===== config.mk =====
export PLATFORM = sky130hd
export DESIGN_NAME = tx_skip_inserter
export DESIGN_NICKNAME = d
export VERILOG_FILES = /design/src/rtl/tx_skip_inserter.sv
export SDC_FILE = /design/constraint.sdc
export NUM_CORES = 1
export LEC_CHECK = 0
export BUFFER_PORTS_ARGS = -buffer_cell sky130_fd_sc_hd__clkbuf_2
export CORE_ASPECT_RATIO = 1.2
export CORE_MARGIN = 3
export CORE_UTILIZATION = 52
export DETAILED_ROUTE_END_ITERATION = 10
export HOLD_SLACK_MARGIN = 0.06
export PLACE_DENSITY = 0.77
export SYNTH_ARGS = -nofsm -noshare
export SYNTH_HDL_FRONTEND = slang
export SYNTH_SLANG_ARGS = --single-unit

===== constraint.sdc =====
create_clock -name BitCLK_10 -period 1.8 [get_ports BitCLK_10]
set_input_delay 0 -clock BitCLK_10 [delete_from_list [all_inputs] [get_ports BitCLK_10]]
set_output_delay 0 -clock BitCLK_10 [all_outputs]
set_load 0.02 [all_outputs]

===== src/rtl/tx_skip_inserter.sv =====
// Periodic SKP ordered-set inserter for an 8b/10b transmit path: forwards upstream
// symbols one per clock and splices COM + SKP_COUNT x SKP every SKIP_INTERVAL symbols.
module tx_skip_inserter #(
    parameter int SKIP_INTERVAL = 1180,
    parameter int SKP_COUNT     = 3
) (
    input  logic       BitCLK_10,
    input  logic       Reset,
    input  logic [7:0] TxParallel_8_in,
    input  logic       TxDataK_in,
    input  logic       TxValid_in,
    input  logic       TxSkipEn,
    output logic       TxReady_out,
    output logic [7:0] TxParallel_8_out,
    output logic       TxDataK_out,
    output logic       Idle_out,
    output logic       SkipSent
);

    typedef enum logic {
        ST_DATA = 1'b0,
        ST_SKP  = 1'b1
    } state_e;

    localparam logic [7:0]  COM_SYM   = 8'hBC;
    localparam logic [7:0]  SKP_SYM   = 8'h1C;
    localparam logic [7:0]  IDLE_SYM  = 8'h00;
    localparam logic [10:0] CNT_LAST  = 11'(SKIP_INTERVAL - 1);
    localparam logic [2:0]  SCNT_LAST = 3'(SKP_COUNT - 1);

    state_e      state_q, state_d;
    logic [10:0] cnt_q, cnt_d;
    logic [2:0]  scnt_q, scnt_d;
    logic [7:0]  data_q, data_d;
    logic        k_q, k_d;
    logic        idle_q, idle_d;
    logic        sent_q, sent_d;
    logic        skip_due;

    // The ordered set wins the slot once the interval is exhausted; upstream is stalled.
    assign skip_due    = TxSkipEn & (state_q == ST_DATA) & (cnt_q == CNT_LAST);
    assign TxReady_out = ~Reset & (state_q == ST_DATA) & ~skip_due;

    always_comb begin
        // NOTE: every next-state signal gets a default first so no path leaves it
        // unassigned; a missing default here would infer a latch.
        state_d = state_q;
        cnt_d   = cnt_q;
        scnt_d  = scnt_q;
        data_d  = IDLE_SYM;
        k_d     = 1'b0;
        idle_d  = 1'b0;
        sent_d  = 1'b0;

        unique case (state_q)
            ST_DATA: begin
                if (skip_due) begin
                    data_d  = COM_SYM;
                    k_d     = 1'b1;
                    cnt_d   = '0;
                    scnt_d  = '0;
                    state_d = ST_SKP;
                end else begin
                    if (TxValid_in) begin
                        data_d = TxParallel_8_in;
                        k_d    = TxDataK_in;
                    end else begin
                        idle_d = 1'b1;
                    end
                    cnt_d = TxSkipEn ? cnt_q + 11'd1 : '0;
                end
            end
            ST_SKP: begin
                // A started ordered set always runs to completion, whatever TxSkipEn does.
                data_d = SKP_SYM;
                k_d    = 1'b1;
                scnt_d = scnt_q + 3'd1;
                if (scnt_q == SCNT_LAST) begin
                    sent_d  = 1'b1;
                    cnt_d   = '0;
                    state_d = ST_DATA;
                end
            end
            default: state_d = ST_DATA;
        endcase
    end

    // NOTE: sequential state uses non-blocking assignments only, so every register
    // samples its _d value from before the edge regardless of statement order.
    always_ff @(posedge BitCLK_10) begin
        if (Reset) begin
            state_q <= ST_DATA;
            cnt_q   <= '0;
            scnt_q  <= '0;
            data_q  <= IDLE_SYM;
            k_q     <= 1'b0;
            idle_q  <= 1'b1;
            sent_q  <= 1'b0;
        end else begin
            state_q <= state_d;
            cnt_q   <= cnt_d;
            scnt_q  <= scnt_d;
            data_q  <= data_d;
            k_q     <= k_d;
            idle_q  <= idle_d;
            sent_q  <= sent_d;
        end
    end

    assign TxParallel_8_out = data_q;
    assign TxDataK_out      = k_q;
    assign Idle_out         = idle_q;
    assign SkipSent         = sent_q;

endmodule


---- After elaboration in Yosys (flattened, before gate mapping) ----
Index checks and enable logic that the tools add are counted.
W data, S select, Z words.
storage, ports and cells
  flip-flop bits (word level) ............. 26
  logic and storage cells ................. 40
  output and inout bits ................... 12
  bits of input ports ..................... 13
operators by class
  muxes and demuxes ....................... 19
  reductions and logical operators ........ 1
  bitwise logic cells ..................... 7
  equality and inequality tests ........... 4
  $add $sub $neg .......................... 2
operators with widths
  cell                     number
  $mux W11                 3
  $pmux W11 S2             1
  $mux W8                  2
  $pmux W8 S2              1
  $add A11 B1 Y11 const B  1
  $eq A11 B11 Y1 const B   1
  $mux W1                  8
  $pmux W3 S2              1
  $and A1 B1 Y1            4
  $pmux W1 S2              2
  $add A3 B1 Y3 const B    1
  $eq A3 B2 Y1 const B     1
  $mux W3                  1
  $not A1 Y1               3
  $ne A2 B1 Y1 const B     1
  $ne A2 B2 Y1 const B     1
  $reduce_or A2 Y1         1

---- Longest topological paths before layout ----
  word-level depth ........................ 5
  depth in mapped cells ................... 8
  mapped depth without buffers ............ 6

---- Least setup slack after synthesis ----
No wires, ideal clock.
  path kind ............................... register to register
  start point ............................. register cnt_q[0]
  end point ............................... register cnt_q[10]
  slack ................................... 0.289 ns
  stages on the path, launching flop included .. 6
  arrival ................................. 1.441 ns
  setup time .............................. 0.070 ns
  required time ........................... 1.730 ns
  path buffers ............................ 0
  clock period less this slack ............ 1.511 ns
  cells stage by stage .................... dfxtp_1 ha_1 nand3_2 a21o_1 or4_1 a21oi_1
on the way
  word-level cells in the longest chain between the ends .. 4
  elaborated cells between the ends (all ways) .. 6
  those cells by class .................... add/sub: 1; eq/ne: 1; mux: 3; bitwise: 1
RTL lines
  element                                                   line    text
  start: declaration                                        32      logic [10:0] cnt_q, cnt_d;
  start signal: assignment                                  101     cnt_q <= cnt_d;
  $add A11 B1 Y11 / $eq A11 B11 Y1 (equally long branches)  70, 41
  $mux W11 / $and A1 B1 Y1 (equally long branches)          70, 41
  $mux W11 (*)                                              57      if (skip_due) begin
  $pmux W11 S2 (*)                                          55      unique case (state_q)
Every way passes the cells marked *; elsewhere a longest branch is shown, timed or not.
A chain may end at the register's enable or synchronous reset.

---- Worst setup path after layout ----
  start point ............................. register cnt_q[6]
  end point ............................... output port TxReady_out
on the way
  word-level cells in the longest chain between the ends .. 4
RTL lines
  element           line  text
  $eq A11 B11 Y1    41    assign skip_due = TxSkipEn & (state_q == ST_DATA) & (cnt_q == CNT_LAST);
  $and A1 B1 Y1     41
  $not A1 Y1        42    assign TxReady_out = ~Reset & (state_q == ST_DATA) & ~skip_due;
  $and A1 B1 Y1     42
  end: declaration  13    output logic TxReady_out,
No other way between the ends.

==> metrics <==
Primary FF master, synth dfxtp_1; synthesized cell area roughly 1100 µm²; Critical Path Start cnt_q[6]; Port Buffers 24; vias 1021; worst r2r src scnt_q[0]; Slew @ Worst Pin 0.5137 ns; final worst clock skew 0.002979 ns; Core Area around 1900 µm²; CP Capture Point TxReady_out; non-filler cells, final ~200; Antenna Nets Post-Route 0; TritonCTS buffer count 3; Cells after DPL between 150 and 200; Hold WS 0.4224 ns; Rows 17; antenna diode instance count 0; GR Util All Layers 22.35%; Post-Synthesis Cells around 120; chip width 48.46 µm; f_max 572.3 MHz; layout cells sized above 1 28.99%; Post-Syn Nets about 130; Slew Limit Fails 0; clock insertion delay at the later pin of the skew report 0.32 ns; Adder-Cell Fraction of Synth Area 3.337%; Hold Violations, Final 0; drt drc 0; Pwr Density 602.6 nW/µm²; endpoints failing setup 0; most instantiated cells after synthesis dfxtp_1, a21oi_1, nand2_1, nor2_1, xnor2_1; Synth Area in Compound Gates 15.13%; Critical Path RT between 1.5 and 2 ns; largest net degree at the start of global routing 17; iteration-0 DRC count of the detailed router 14; I/O pin count 25; Post-synth EDFFs 0; fraction of synthesized cell area taken by the top area cell type 46.27%; Routed wire per std cell 14.59 µm; leakage power roughly 0.60 nW; Fill cells 104; Max VDD drop 595.7 µV; fin crit share between 90% and 100%; DP HPWL around 1700 µm; synth top area cells dfxtp_1, xnor2_1, a21oi_1; async set or reset register ratio after synthesis 0%; sequential area share after synthesis 46.27%; Final #Nets 187; DRT Pass-1 Iters 4; Final WS setup 0.05268 ns; synth-to-layout area growth 38.71%; Total Wirelength 2875 µm; CTS tree built; Die Span Y approximately 57 µm; worst endpoint data arrival time 1.75 ns; R2R Setup Slk between 0.1 and 0.15 ns; capturing point of the worst reg2reg path cnt_q[10]; Yosys warning count 0; first-pass GRT wire length between 4000 and 5000 µm; post-layout min period 1.747 ns; Clock Pin Slew Worst Setup and Hold Paths 0.13 ns; reg2reg path depth 6; MaxCap Viol Count 0; number of synthesized register bits 26; Initial Util 58.11%; clock root cell clkbuf_4; initial antenna violation count 0; pre-CTS WS 0.0004359 ns; CTS Sinks 26; min-delay worst type primary input to flop; Post-Synth Simple-Gate Area 23.69%; Crit Path Max Fanout 3; Synth Area per Inst about 9.5 µm²; multiplexer share of the synthesized area less than 1%; status finished clean; cell taking the most area after synthesis dfxtp_1; xor and xnor area share after synthesis 7.008%; gr ovfl total 0; Yosys cell types 31; crit path kind flop to primary output; vias in the first global route 1027; drt via density 5.183; die area approximately 2800 µm²; largest family of logic cells by synthesized area simple AND/OR/NAND/NOR gates; RePlAce Congestion roughly 0.86; CP Launch Type flop; Max clock buf depth 2; Critical Path Sink Type primary output; top-count cell post-synth dfxtp_1; slew margin rel. 65.27%; H-tree Lvls 1
-- routing by layer --
metal  share of wire [%]  up-vias  track usage (%)
li1                    -      514                -
met5                   0        -                0
met3                 3.9        8            4.178
met1                  41      472            26.14
met2                  52       27            39.37
met4                 2.8        0            10.98
-- critical path, cell delays in order, from the launching register on --
cell and delay [ns]:
dfxtp_4 0.38, nor4b_4 0.31, buf_4 0.17, nand4_1 0.12, buf_4 0.16, nor3b_1 0.12, buf_2 0.17
-- area by class of cell --
cell class	instances	area [µm²]	area share, %
inverter	4	15.01	0.9623
multi-input combinational	82	569.3	36.49
tap	28	35.03	2.245
timing repair buffer	54	390.4	25.02
clock buffer	3	22.52	1.443
sequential	26	528.0	33.84
-- timing repair --
action                                  in CTS  in global routing
gates resized for setup                      0                  7
endpoints found under the hold margin       12                  0
endpoints found under the setup margin       0                 12
hold buffers                                18                  0
buffers inserted                             0                  3
-- where the power goes --
part,total [mW],switching [mW],internal (mW)
Combinational,0.106,0.0510,0.0548
Clock,0.244,0.166,0.0784
Sequential,0.590,0.00456,0.586
Total,0.940,0.221,0.719
-- state kept, by name, summed over array words and instances, names as in the netlist --
signal	count
cnt_q	11
state_q	1
Idle_out	1
scnt_q	3
TxDataK_out	1
TxParallel_8_out	8
SkipSent	1
-- worst min path at each step --
stage,startpoint,to,slack [ns],depth (start not counted)
final,TxParallel_8_in[6],TxParallel_8_out[6],0.42,3
after global routing,TxParallel_8_in[0],TxParallel_8_out[0],0.43,3
after CTS,TxParallel_8_in[0],TxParallel_8_out[0],0.41,3
after detailed placement,TxParallel_8_in[0],TxParallel_8_out[0],0.21,2
after global placement,TxParallel_8_in[6],TxParallel_8_out[6],0.20,2
after floorplan,TxParallel_8_in[0],TxParallel_8_out[0],0.12,1
-- kinds of logic after synthesis --
kind of cell / after synthesis
buffers and inverters: 10
xor gates and xnor gates: 9
DFF: 26
and+or+nand+nor: 45
muxes: 1
AOI/OAI and AO/OA: 24
adders and majority gates: 3
-- cell usage in the layout, fill, tap and decap left out, types with 3 or more instances in the layout --
cell type and instances:
xnor2_1 9, nor2_1 10, nand2_1 10, a21oi_1 10, dfxtp_2 3, ha_1 3
nor3b_1 3, and2_1 4, clkbuf_4 3, dfxtp_1 22, nand3_1 4, inv_1 4
clkbuf_2 23, nand4_1 3, dlygate4sd3_1 18, buf_4 12, a211oi_1 6
-- through the flow --
stage | TNS [ns] | power (mW) | instance area, µm² | util [%]
floorplan | 0 | 0.6427 | 1125 | -
global placement | 0 | 0.6706 | 1321 | 68.26
detailed placement | 0 | 0.6736 | 1321 | 68.26
CTS | 0 | 0.9393 | 1524 | 78.73
global route | -0.03060 | 0.9757 | 1560 | 80.61
finish | 0 | 0.9402 | 1560 | 80.61
Power figures use the tool's default switching activity.
